`src/rtl/serial_tx_pkg.sv`:
```
// Shared definitions for the serial transmitter: state encoding, line idle
// level and the frame-length helper.
package serial_tx_pkg;

    localparam logic [2:0] ST_IDLE   = 3'd0;
    localparam logic [2:0] ST_START  = 3'd1;
    localparam logic [2:0] ST_DATA   = 3'd2;
    localparam logic [2:0] ST_PARITY = 3'd3;
    localparam logic [2:0] ST_STOP   = 3'd4;

    typedef enum logic [2:0] {
        S_IDLE   = ST_IDLE,
        S_START  = ST_START,
        S_DATA   = ST_DATA,
        S_PARITY = ST_PARITY,
        S_STOP   = ST_STOP
    } state_e;

    localparam logic TXD_IDLE = 1'b1;

    // Cycles from accept edge to end of stop bit.
    function automatic int frame_len(input int data_w, input int clks_per_bit, input bit parity);
        return (data_w + 2 + (parity ? 1 : 0)) * clks_per_bit;
    endfunction

endpackage

```
`src/rtl/serial_tx_if.sv`:
```
// Parallel-load handshake plus serial line outputs of serial_tx.
interface serial_tx_if #(parameter int DATA_W = 8);
    logic [DATA_W-1:0] D;
    logic              LOAD;
    logic              RDY;
    logic              TXD;
    logic              BUSY;

    modport master (output D, output LOAD, input RDY, input TXD, input BUSY);
    modport slave  (input D, input LOAD, output RDY, output TXD, output BUSY);
endinterface

```
`src/rtl/serial_tx_bit_timer.sv`:
```
// Bit-time counter: counts 0..CLKS_PER_BIT-1 while enabled, pulses
// o_bit_done on the terminal count, and restarts on i_restart.
module bit_timer #(
    parameter int CLKS_PER_BIT = 4,
    parameter int CNT_W        = (CLKS_PER_BIT > 1) ? $clog2(CLKS_PER_BIT) : 1
) (
    input  logic i_clk,
    input  logic i_clr,
    input  logic i_en,
    input  logic i_restart,
    output logic o_bit_done
);
    localparam logic [CNT_W-1:0] LAST = CNT_W'(CLKS_PER_BIT - 1);

    logic [CNT_W-1:0] r_cnt;

    assign o_bit_done = i_en && (r_cnt == LAST);

    always_ff @(posedge i_clk) begin
        if (i_clr || i_restart || !i_en || o_bit_done)
            r_cnt <= '0;
        else
            r_cnt <= r_cnt + 1'b1;
    end
endmodule

```
`src/rtl/serial_tx.sv`:
```
// Serial transmitter: start, DATA_W bits LSB first, optional even parity
// (SERIAL_TX_PARITY_EN), stop. Each bit held CLKS_PER_BIT cycles.
module serial_tx
    import serial_tx_pkg::*;
#(
    parameter int DATA_W       = 8,
    parameter int CLKS_PER_BIT = 4
) (
    input logic       CLK,
    input logic       CLR,
    serial_tx_if.slave bus
);
    localparam int IDX_W = $clog2(DATA_W);
    localparam logic [IDX_W-1:0] IDX_LAST = IDX_W'(DATA_W - 1);

    state_e            r_state, w_state_nxt;
    logic [DATA_W-1:0] r_shift, w_shift_nxt;
    logic [IDX_W-1:0]  r_idx, w_idx_nxt;
    logic              r_txd, w_txd_nxt;
    logic              w_bit_done, w_accept, w_rdy;
`ifdef SERIAL_TX_PARITY_EN
    logic              r_par, w_par_nxt;
`endif

    bit_timer #(.CLKS_PER_BIT(CLKS_PER_BIT)) u_timer (
        .i_clk      (CLK),
        .i_clr      (CLR),
        .i_en       (r_state != S_IDLE),
        .i_restart  (w_accept),
        .o_bit_done (w_bit_done)
    );

    // RDY comes from registered state/count only, never from LOAD.
    assign w_rdy    = (r_state == S_IDLE) || (r_state == S_STOP && w_bit_done);
    assign w_accept = bus.LOAD && w_rdy;

    assign bus.RDY  = w_rdy;
    assign bus.BUSY = (r_state != S_IDLE);
    assign bus.TXD  = r_txd;

    always_comb begin
        w_state_nxt = r_state;
        w_shift_nxt = r_shift;
        w_idx_nxt   = r_idx;
`ifdef SERIAL_TX_PARITY_EN
        w_par_nxt   = w_accept ? ^bus.D : r_par;
`endif
        unique case (r_state)
            S_IDLE: if (w_accept) begin
                w_state_nxt = S_START;
                w_shift_nxt = bus.D;
            end
            S_START: if (w_bit_done) begin
                w_state_nxt = S_DATA;
                w_idx_nxt   = '0;
            end
            S_DATA: if (w_bit_done) begin
                w_shift_nxt = r_shift >> 1;
                if (r_idx == IDX_LAST) begin
                    w_idx_nxt = '0;
`ifdef SERIAL_TX_PARITY_EN
                    w_state_nxt = S_PARITY;
`else
                    w_state_nxt = S_STOP;
`endif
                end else begin
                    w_idx_nxt = r_idx + 1'b1;
                end
            end
`ifdef SERIAL_TX_PARITY_EN
            S_PARITY: if (w_bit_done) w_state_nxt = S_STOP;
`endif
            S_STOP: if (w_bit_done) begin
                if (w_accept) begin
                    w_state_nxt = S_START;
                    w_shift_nxt = bus.D;
                end else begin
                    w_state_nxt = S_IDLE;
                end
            end
            default: w_state_nxt = S_IDLE;
        endcase

        // Line level is derived from the next state so TXD is a clean flop output.
        w_txd_nxt = TXD_IDLE;
        case (w_state_nxt)
            S_START:  w_txd_nxt = 1'b0;
            S_DATA:   w_txd_nxt = w_shift_nxt[0];
`ifdef SERIAL_TX_PARITY_EN
            S_PARITY: w_txd_nxt = w_par_nxt;
`endif
            default:  w_txd_nxt = TXD_IDLE;
        endcase
    end

    always_ff @(posedge CLK) begin
        if (CLR) begin
            r_state <= S_IDLE;
            r_shift <= '0;
            r_idx   <= '0;
            r_txd   <= TXD_IDLE;
`ifdef SERIAL_TX_PARITY_EN
            r_par   <= 1'b0;
`endif
        end else begin
            r_state <= w_state_nxt;
            r_shift <= w_shift_nxt;
            r_idx   <= w_idx_nxt;
            r_txd   <= w_txd_nxt;
`ifdef SERIAL_TX_PARITY_EN
            r_par   <= w_par_nxt;
`endif
        end
    end
endmodule

```
`src/flat_wrapper.sv`:
```
// flat-port wrapper written by rule: the top's interface ports become plain ports
module serial_tx_flat import serial_tx_pkg::*;
#(
    parameter int DATA_W       = 8,
    parameter int CLKS_PER_BIT = 4
)
  (CLK, CLR, bus_D, bus_LOAD, bus_RDY, bus_TXD, bus_BUSY);
  serial_tx_if #(.DATA_W(DATA_W)) bus_i ();
  input logic CLK;
  input logic CLR;
  input wire logic [$bits(bus_i.D)-1:0] bus_D;
  input wire logic [$bits(bus_i.LOAD)-1:0] bus_LOAD;
  output wire logic [$bits(bus_i.RDY)-1:0] bus_RDY;
  output wire logic [$bits(bus_i.TXD)-1:0] bus_TXD;
  output wire logic [$bits(bus_i.BUSY)-1:0] bus_BUSY;
  assign bus_i.D = bus_D;
  assign bus_i.LOAD = bus_LOAD;
  assign bus_RDY = bus_i.RDY;
  assign bus_TXD = bus_i.TXD;
  assign bus_BUSY = bus_i.BUSY;
  serial_tx #(.DATA_W(DATA_W), .CLKS_PER_BIT(CLKS_PER_BIT)) u_core (.CLK(CLK), .CLR(CLR), .bus(bus_i));
endmodule
```
`config.mk`:
```
export PLATFORM = sky130hd
export DESIGN_NAME = serial_tx_flat
export DESIGN_NICKNAME = d
export VERILOG_FILES = /design/src/rtl/serial_tx_pkg.sv /design/src/rtl/serial_tx_if.sv /design/src/rtl/serial_tx_bit_timer.sv /design/src/rtl/serial_tx.sv /design/src/flat_wrapper.sv
export SDC_FILE = /design/constraint.sdc
export NUM_CORES = 1
export LEC_CHECK = 0
export BUFFER_PORTS_ARGS = -buffer_cell sky130_fd_sc_hd__buf_2
export CAP_MARGIN = 20
export CORE_MARGIN = 3
export CORE_UTILIZATION = 25
export CTS_BUF_LIST = sky130_fd_sc_hd__clkbuf_2 sky130_fd_sc_hd__clkbuf_4 sky130_fd_sc_hd__clkbuf_8
export DETAILED_ROUTE_END_ITERATION = 10
export HOLD_SLACK_MARGIN = 0.02
export SLEW_MARGIN = 30
export SYNTH_ARGS = -nofsm -noshare
export SYNTH_HDL_FRONTEND = slang
export SYNTH_SLANG_ARGS = --single-unit
export TNS_END_PERCENT = 50
```
`constraint.sdc`:
```
create_clock -name CLK -period 3.05 [get_ports CLK]
set_input_delay 0.1525 -clock CLK [delete_from_list [all_inputs] [get_ports CLK]]
set_output_delay 0.1525 -clock CLK [all_outputs]
set_load 0.01 [all_outputs]
```
======== Word-level counts from Yosys, hierarchy flattened ========
Cells that the tools add are included.
storage, ports and cells
  bits in writable memories ............... 0
  output and inout port bits .............. 3
  register bits after elaboration ......... 17
  memories ................................ 0
  input port bits ......................... 11
  memory bits (read-only) ................. 0
  bits in latches ......................... 0
  word-level logic and storage cells ...... 48
operators by class
  order comparisons ....................... 0
  eq/ne operators ......................... 10
  multipliers ............................. 0
  muxes and demuxes ....................... 16
  bitwise logic cells ..................... 0
  $add $sub $neg .......................... 2
  reductions and logical operators ........ 14
  div/mod/pow operators ................... 0
  shifts and indexed selects .............. 0
operator list
  kind                   count
  $mux W3                8
  $mux W8                3
  $pmux W8 S3            1
  $pmux W3 S4            1
  $eq A3 B1 Y1 const B   2
  $eq A3 B2 Y1 const B   2
  $eq A3 B3 Y1 const B   2
  $ne A2 B2 Y1 const B   3
  $pmux W3 S2            1
  $reduce_and A3 Y1      2
  $reduce_bool A3 Y1     2
  $logic_or A1 B1 Y1     4
  $add A3 B1 Y3 const B  1
  $logic_and A1 B1 Y1    3
  $logic_not A3 Y1       1
  $add A2 B1 Y2 const B  1
  $eq A2 B2 Y1 const B   1
  $pmux W1 S2            1
  $reduce_bool A2 Y1     1
  $logic_not A1 Y1       1
  $mux W1                1

======== Logic depth before layout (Yosys ltp) ========
  word-level depth ........................ 10
  mapped depth ............................ 6
  depth with buffers taken out ............ 6

======== Hierarchy ========
Synthesis repeated with hierarchy kept, for this count alone.
unflattened totals
  cell total of the unflattened synthesis .. 96
  area total of the unflattened synthesis .. 950.9 sq um
by module, submodules not included
  module     cells each  sequential area each (sq um)  times used  area an instance (sq um)
  serial_tx  89          300.3                         1           847.1
  bit_timer  7           40.0                          1           103.8

======== Worst setup path before layout ========
Ideal clock, no wire load.
  kind .................................... register -> register
  start ................................... register u_core.u_timer.r_cnt[0]
  end ..................................... register u_core.r_shift[1]
  data required time ...................... 2979 ps
  slack ................................... 1755 ps
  setup time .............................. 71 ps
  data arrival time ....................... 1225 ps
  buffers on the path ..................... 1
  clock period less this slack ............ 1295 ps
  stages on the path, launching flop included .. 7
  cells stage by stage .................... dfxtp_1 ha_1 buf_2 nor2b_4 o21ai_1 a21oi_2 o2bb2ai_1
between the ends
  longest elaborated chain between the ends .. 8
  elaborated cells between the ends (all ways) .. 11
  classes of those cells .................. eq/ne: 3; mux: 3; reduce/logical: 5
RTL lines
  element                   line                       RTL
  start: declaration        serial_tx_bit_timer.sv:15  logic [CNT_W-1:0] r_cnt;
  start signal: assignment  serial_tx_bit_timer.sv:23  r_cnt <= r_cnt + 1'b1;
  $eq A2 B2 Y1 (*)          serial_tx_bit_timer.sv:17  assign o_bit_done = i_en && (r_cnt == LAST);
  $logic_and A1 B1 Y1 (*)   serial_tx_bit_timer.sv:17
  $logic_and A1 B1 Y1       serial_tx.sv:34            assign w_rdy = (r_state == S_IDLE) || (r_state == S_STOP && w_bit_done);
  $logic_or A1 B1 Y1        serial_tx.sv:34
  $logic_and A1 B1 Y1       serial_tx.sv:35            assign w_accept = bus.LOAD && w_rdy;
  $mux W8 (2 in a row)      -
  $pmux W8 S3               -
  end signal: assignment    serial_tx.sv:107           r_shift <= w_shift_nxt;
  end: declaration          serial_tx.sv:17            logic [DATA_W-1:0] r_shift, w_shift_nxt;
Mark *: on every way between the ends. The rest lies on a longest branch, timed or not. The select of a mux whose other input is x is not followed.
A chain may end at the register's enable or synchronous reset.

======== Final worst setup path ========
  start ................................... register u_core.u_timer.r_cnt[0]
  end ..................................... register u_core.r_shift[7]
Same word-level chain as after synthesis.

==> impl_metrics.tcl <==
set metrics [dict create \
    dr.pass1.iters 4 \
    multiInputGateArea_um2 463 \
    start_kind "flip-flop" \
    max-vdd-ir-drop_mv 0.111 \
    synth.distinct_cells 35 \
    syn-instance-count 92 \
    path_buf_inv 0 \
    initial_core_util_pct 27.2 \
    end_kind "flip-flop" \
    power_mw 0.407 \
    setup_violations 0 \
    max_clock_freq_ghz 0.606 \
    drcViolationCount 0 \
    cts_sinks 17 \
    dp.cells 142 \
    avgSynthCellArea_um2 9.40 \
    cp_data_arrival_time_ns 1.81 \
    drtAntennaViolNets 0 \
    htree_levels 1 \
    crit_fanout 11 \
    r2r_start "u_core.u_timer.r_cnt[0]" \
    synth_top_area_cell "dfxtp_1" \
    post_drt_wl_per_cell_um 11.5 \
    gp_congestion 0.758 \
    slowest_delay_ns 0.39 \
    post-synth-top-area-fraction_pct 39.4 \
    cts_tree "built" \
    dieArea_um2 4200 \
    critical_path_required_ns 3.21 \
    fin_crit_sh_pct 54.1 \
    antenna_found_initial 0 \
    rows 20 \
    grt_max_degree 18 \
    cp.depth 5 \
    ios 14 \
    yosys-top-cells-count "dfxtp_1 (17), a22oi_1 (6), o2bb2ai_1 (6)" \
    leakage_nw 0.360 \
    cts_setup_buffers 0 \
    cts_inserted_buffers 3 \
    nNetsFinal 117 \
    synthFlopType "dfxtp_1" \
    core-area_um2 3180 \
    crit_slowest_cell "ha_1" \
    synth_edf_count 0 \
    crit_family "simple AND/OR/NAND/NOR gates" \
    critPathKind "flip-flop to flip-flop" \
    setup_ws_ns 1.40 \
    final_cells 146 \
    drtIter0Drc 17 \
    grt_usage_pct 9.01 \
    clk_path_buf_depth 2 \
    power.density_nw_per_um2 421 \
    pre_cts_slack_ns 1.42 \
    slew_headroom_pct 62.4 \
    reg2reg_depth 5 \
    crit_chain "ha_1 > nand2b_1 > and3_1 > mux2i_1 > nor3_1" \
    regToRegSetupSlack_ns 1.40 \
    ys_seq_area_share_pct 39.4 \
    worst_skew_pair.late_latency_ns 0.28 \
    vias_per_cell 4.78 \
    cp-startpoint "u_core.u_timer.r_cnt[0]" \
    numPortBuffers 13 \
    finalCriticalPeriod_ns 1.65 \
    hold_viol 0 \
    worst_pin_slew_ns 0.564 \
    synth_area_leaders "dfxtp_1 (39%), o2bb2ai_1 (6.1%), a22oi_1 (5.2%)" \
    die_h_um 64.8 \
    yosys_warnings 0 \
    clkTransAtPathRegs_ns 0.10 \
    via_count 698 \
    gr-total-overflow 0 \
    synth_area_um2 865 \
    hp-class "input port to flip-flop" \
    detailed_place.area_um2 935 \
    drv_cap 0 \
    die_w_um 64.8 \
    timing.hold.ws_ns 0.155 \
    root_buffer "clkbuf_4" \
    grt_pass1_wl_mm 2.95 \
    cts_repair_resize_count 0 \
    yosys_register_bits 17 \
    syn2layout_area_growth_pct 11.6 \
    synthesis.nets 106 \
    wl_mm 1.68 \
    fin_setup_tns_ns 0 \
    fin_worst_skew_ns 0.00696 \
    nFillCells 346 \
    hpwl_mm 1.27 \
    finalMaxSlewViolations 0 \
    synth.most_common_cell "dfxtp_1" \
    grt_pass1_vias 682 \
    antenna_cells 0 \
    utilization_pct 30.4 \
    r2r_end "u_core.r_shift[7]" \
    async_reset_ff_share_pct 0 \
    drive_gt1_share_pct 23.5 \
    hold_buffers 0 \
    fin_area_um2 965 \
    regArea_um2 340 \
    status "finished, final reports clean" \
    min_path_cells 3 \
    crit_end "u_core.r_shift[7]" \
    rsz0062_at_grt "false" \
]
[cells in the final DEF, fill, tap and decap left out, types with 2 or more instances in the layout]
cell type   n
o21ai_1     2
nor4_1      2
nand4_1     2
o2bb2ai_1   6
nor3_1      4
nand2b_1    4
a22oi_1     6
ha_1        3
nor2_1      3
inv_1       3
nand2_1     4
a21oi_1     4
o21ai_0     4
buf_2      13
clkbuf_4    4
and3_1      2
dfxtp_1    17
nor2b_1     2
nor3_2      2
a31oi_1     2
[kinds of logic (layout without fill, tap and decap cells)]
family / after synthesis / after routing / synth area share (%)
AND/OR/NAND/NOR: 31 / 31 / 23.7
multiplexers: 1 / 1 / 1.16
flip-flops: 17 / 17 / 39.4
adder cells (fa/ha/maj): 3 / 3 / 4.34
XOR/XNOR: 1 / 1 / 1.01
buffers and inverters: 10 / 20 / 7.09
AO/OA/AOI/OAI: 29 / 29 / 23.3
[worst register-to-register path: stages (launching register included)]
cell and delay [ns]:
dfxtp_1 0.34, ha_1 0.39, nand2b_1 0.18, and3_1 0.33, mux2i_1 0.23, nor3_1 0.06
[cell type report]
| type | instances | share of cell area, % |
|---|---|---|
| multi-input cells | 65 | 48.0 |
| flip-flops and latches | 17 | 35.3 |
| repair buffers | 13 | 6.74 |
| well taps | 44 | 5.71 |
| clock buffers | 4 | 3.11 |
| inverters | 3 | 1.17 |
[metal layers]
| metal | part of all wire (%) | global-route usage (%) | vias to the layer above |
|---|---|---|---|
| li1 | - | - | 361 |
| met1 | 48 | 10.7 | 324 |
| met2 | 49 | 14.9 | 9 |
| met3 | 1.3 | 1.56 | 4 |
| met4 | 2.5 | 5.54 | 0 |
| met5 | 0 | 0 | - |
[worst min path at each step]
stage	start	endpoint	slack [ns]
5_1_grt	bus_D[6]	u_core.r_shift[6]	0.16
4_1_cts	bus_D[5]	u_core.r_shift[5]	0.15
2_1_floorplan	bus_D[1]	u_core.r_shift[1]	0.35
3_3_place_gp	u_core.u_timer.r_cnt[0]	u_core.u_timer.r_cnt[0]	0.41
6_report	bus_D[5]	u_core.r_shift[5]	0.16
3_5_place_dp	u_core.u_timer.r_cnt[0]	u_core.u_timer.r_cnt[0]	0.43
[flip-flops by register name, summed over array words and instances, names as in the netlist]
register	flops
u_core.r_shift	8
u_core.r_idx	3
u_core.r_state	3
u_core.u_timer.r_cnt	2
u_core.bus.TXD	1
[where the power goes]
part           internal, mW  switching (mW)
Combinational        0.0188          0.0214
Clock                0.0596          0.0672
Sequential            0.231         0.00824
(Power assumes the default switching activity.)
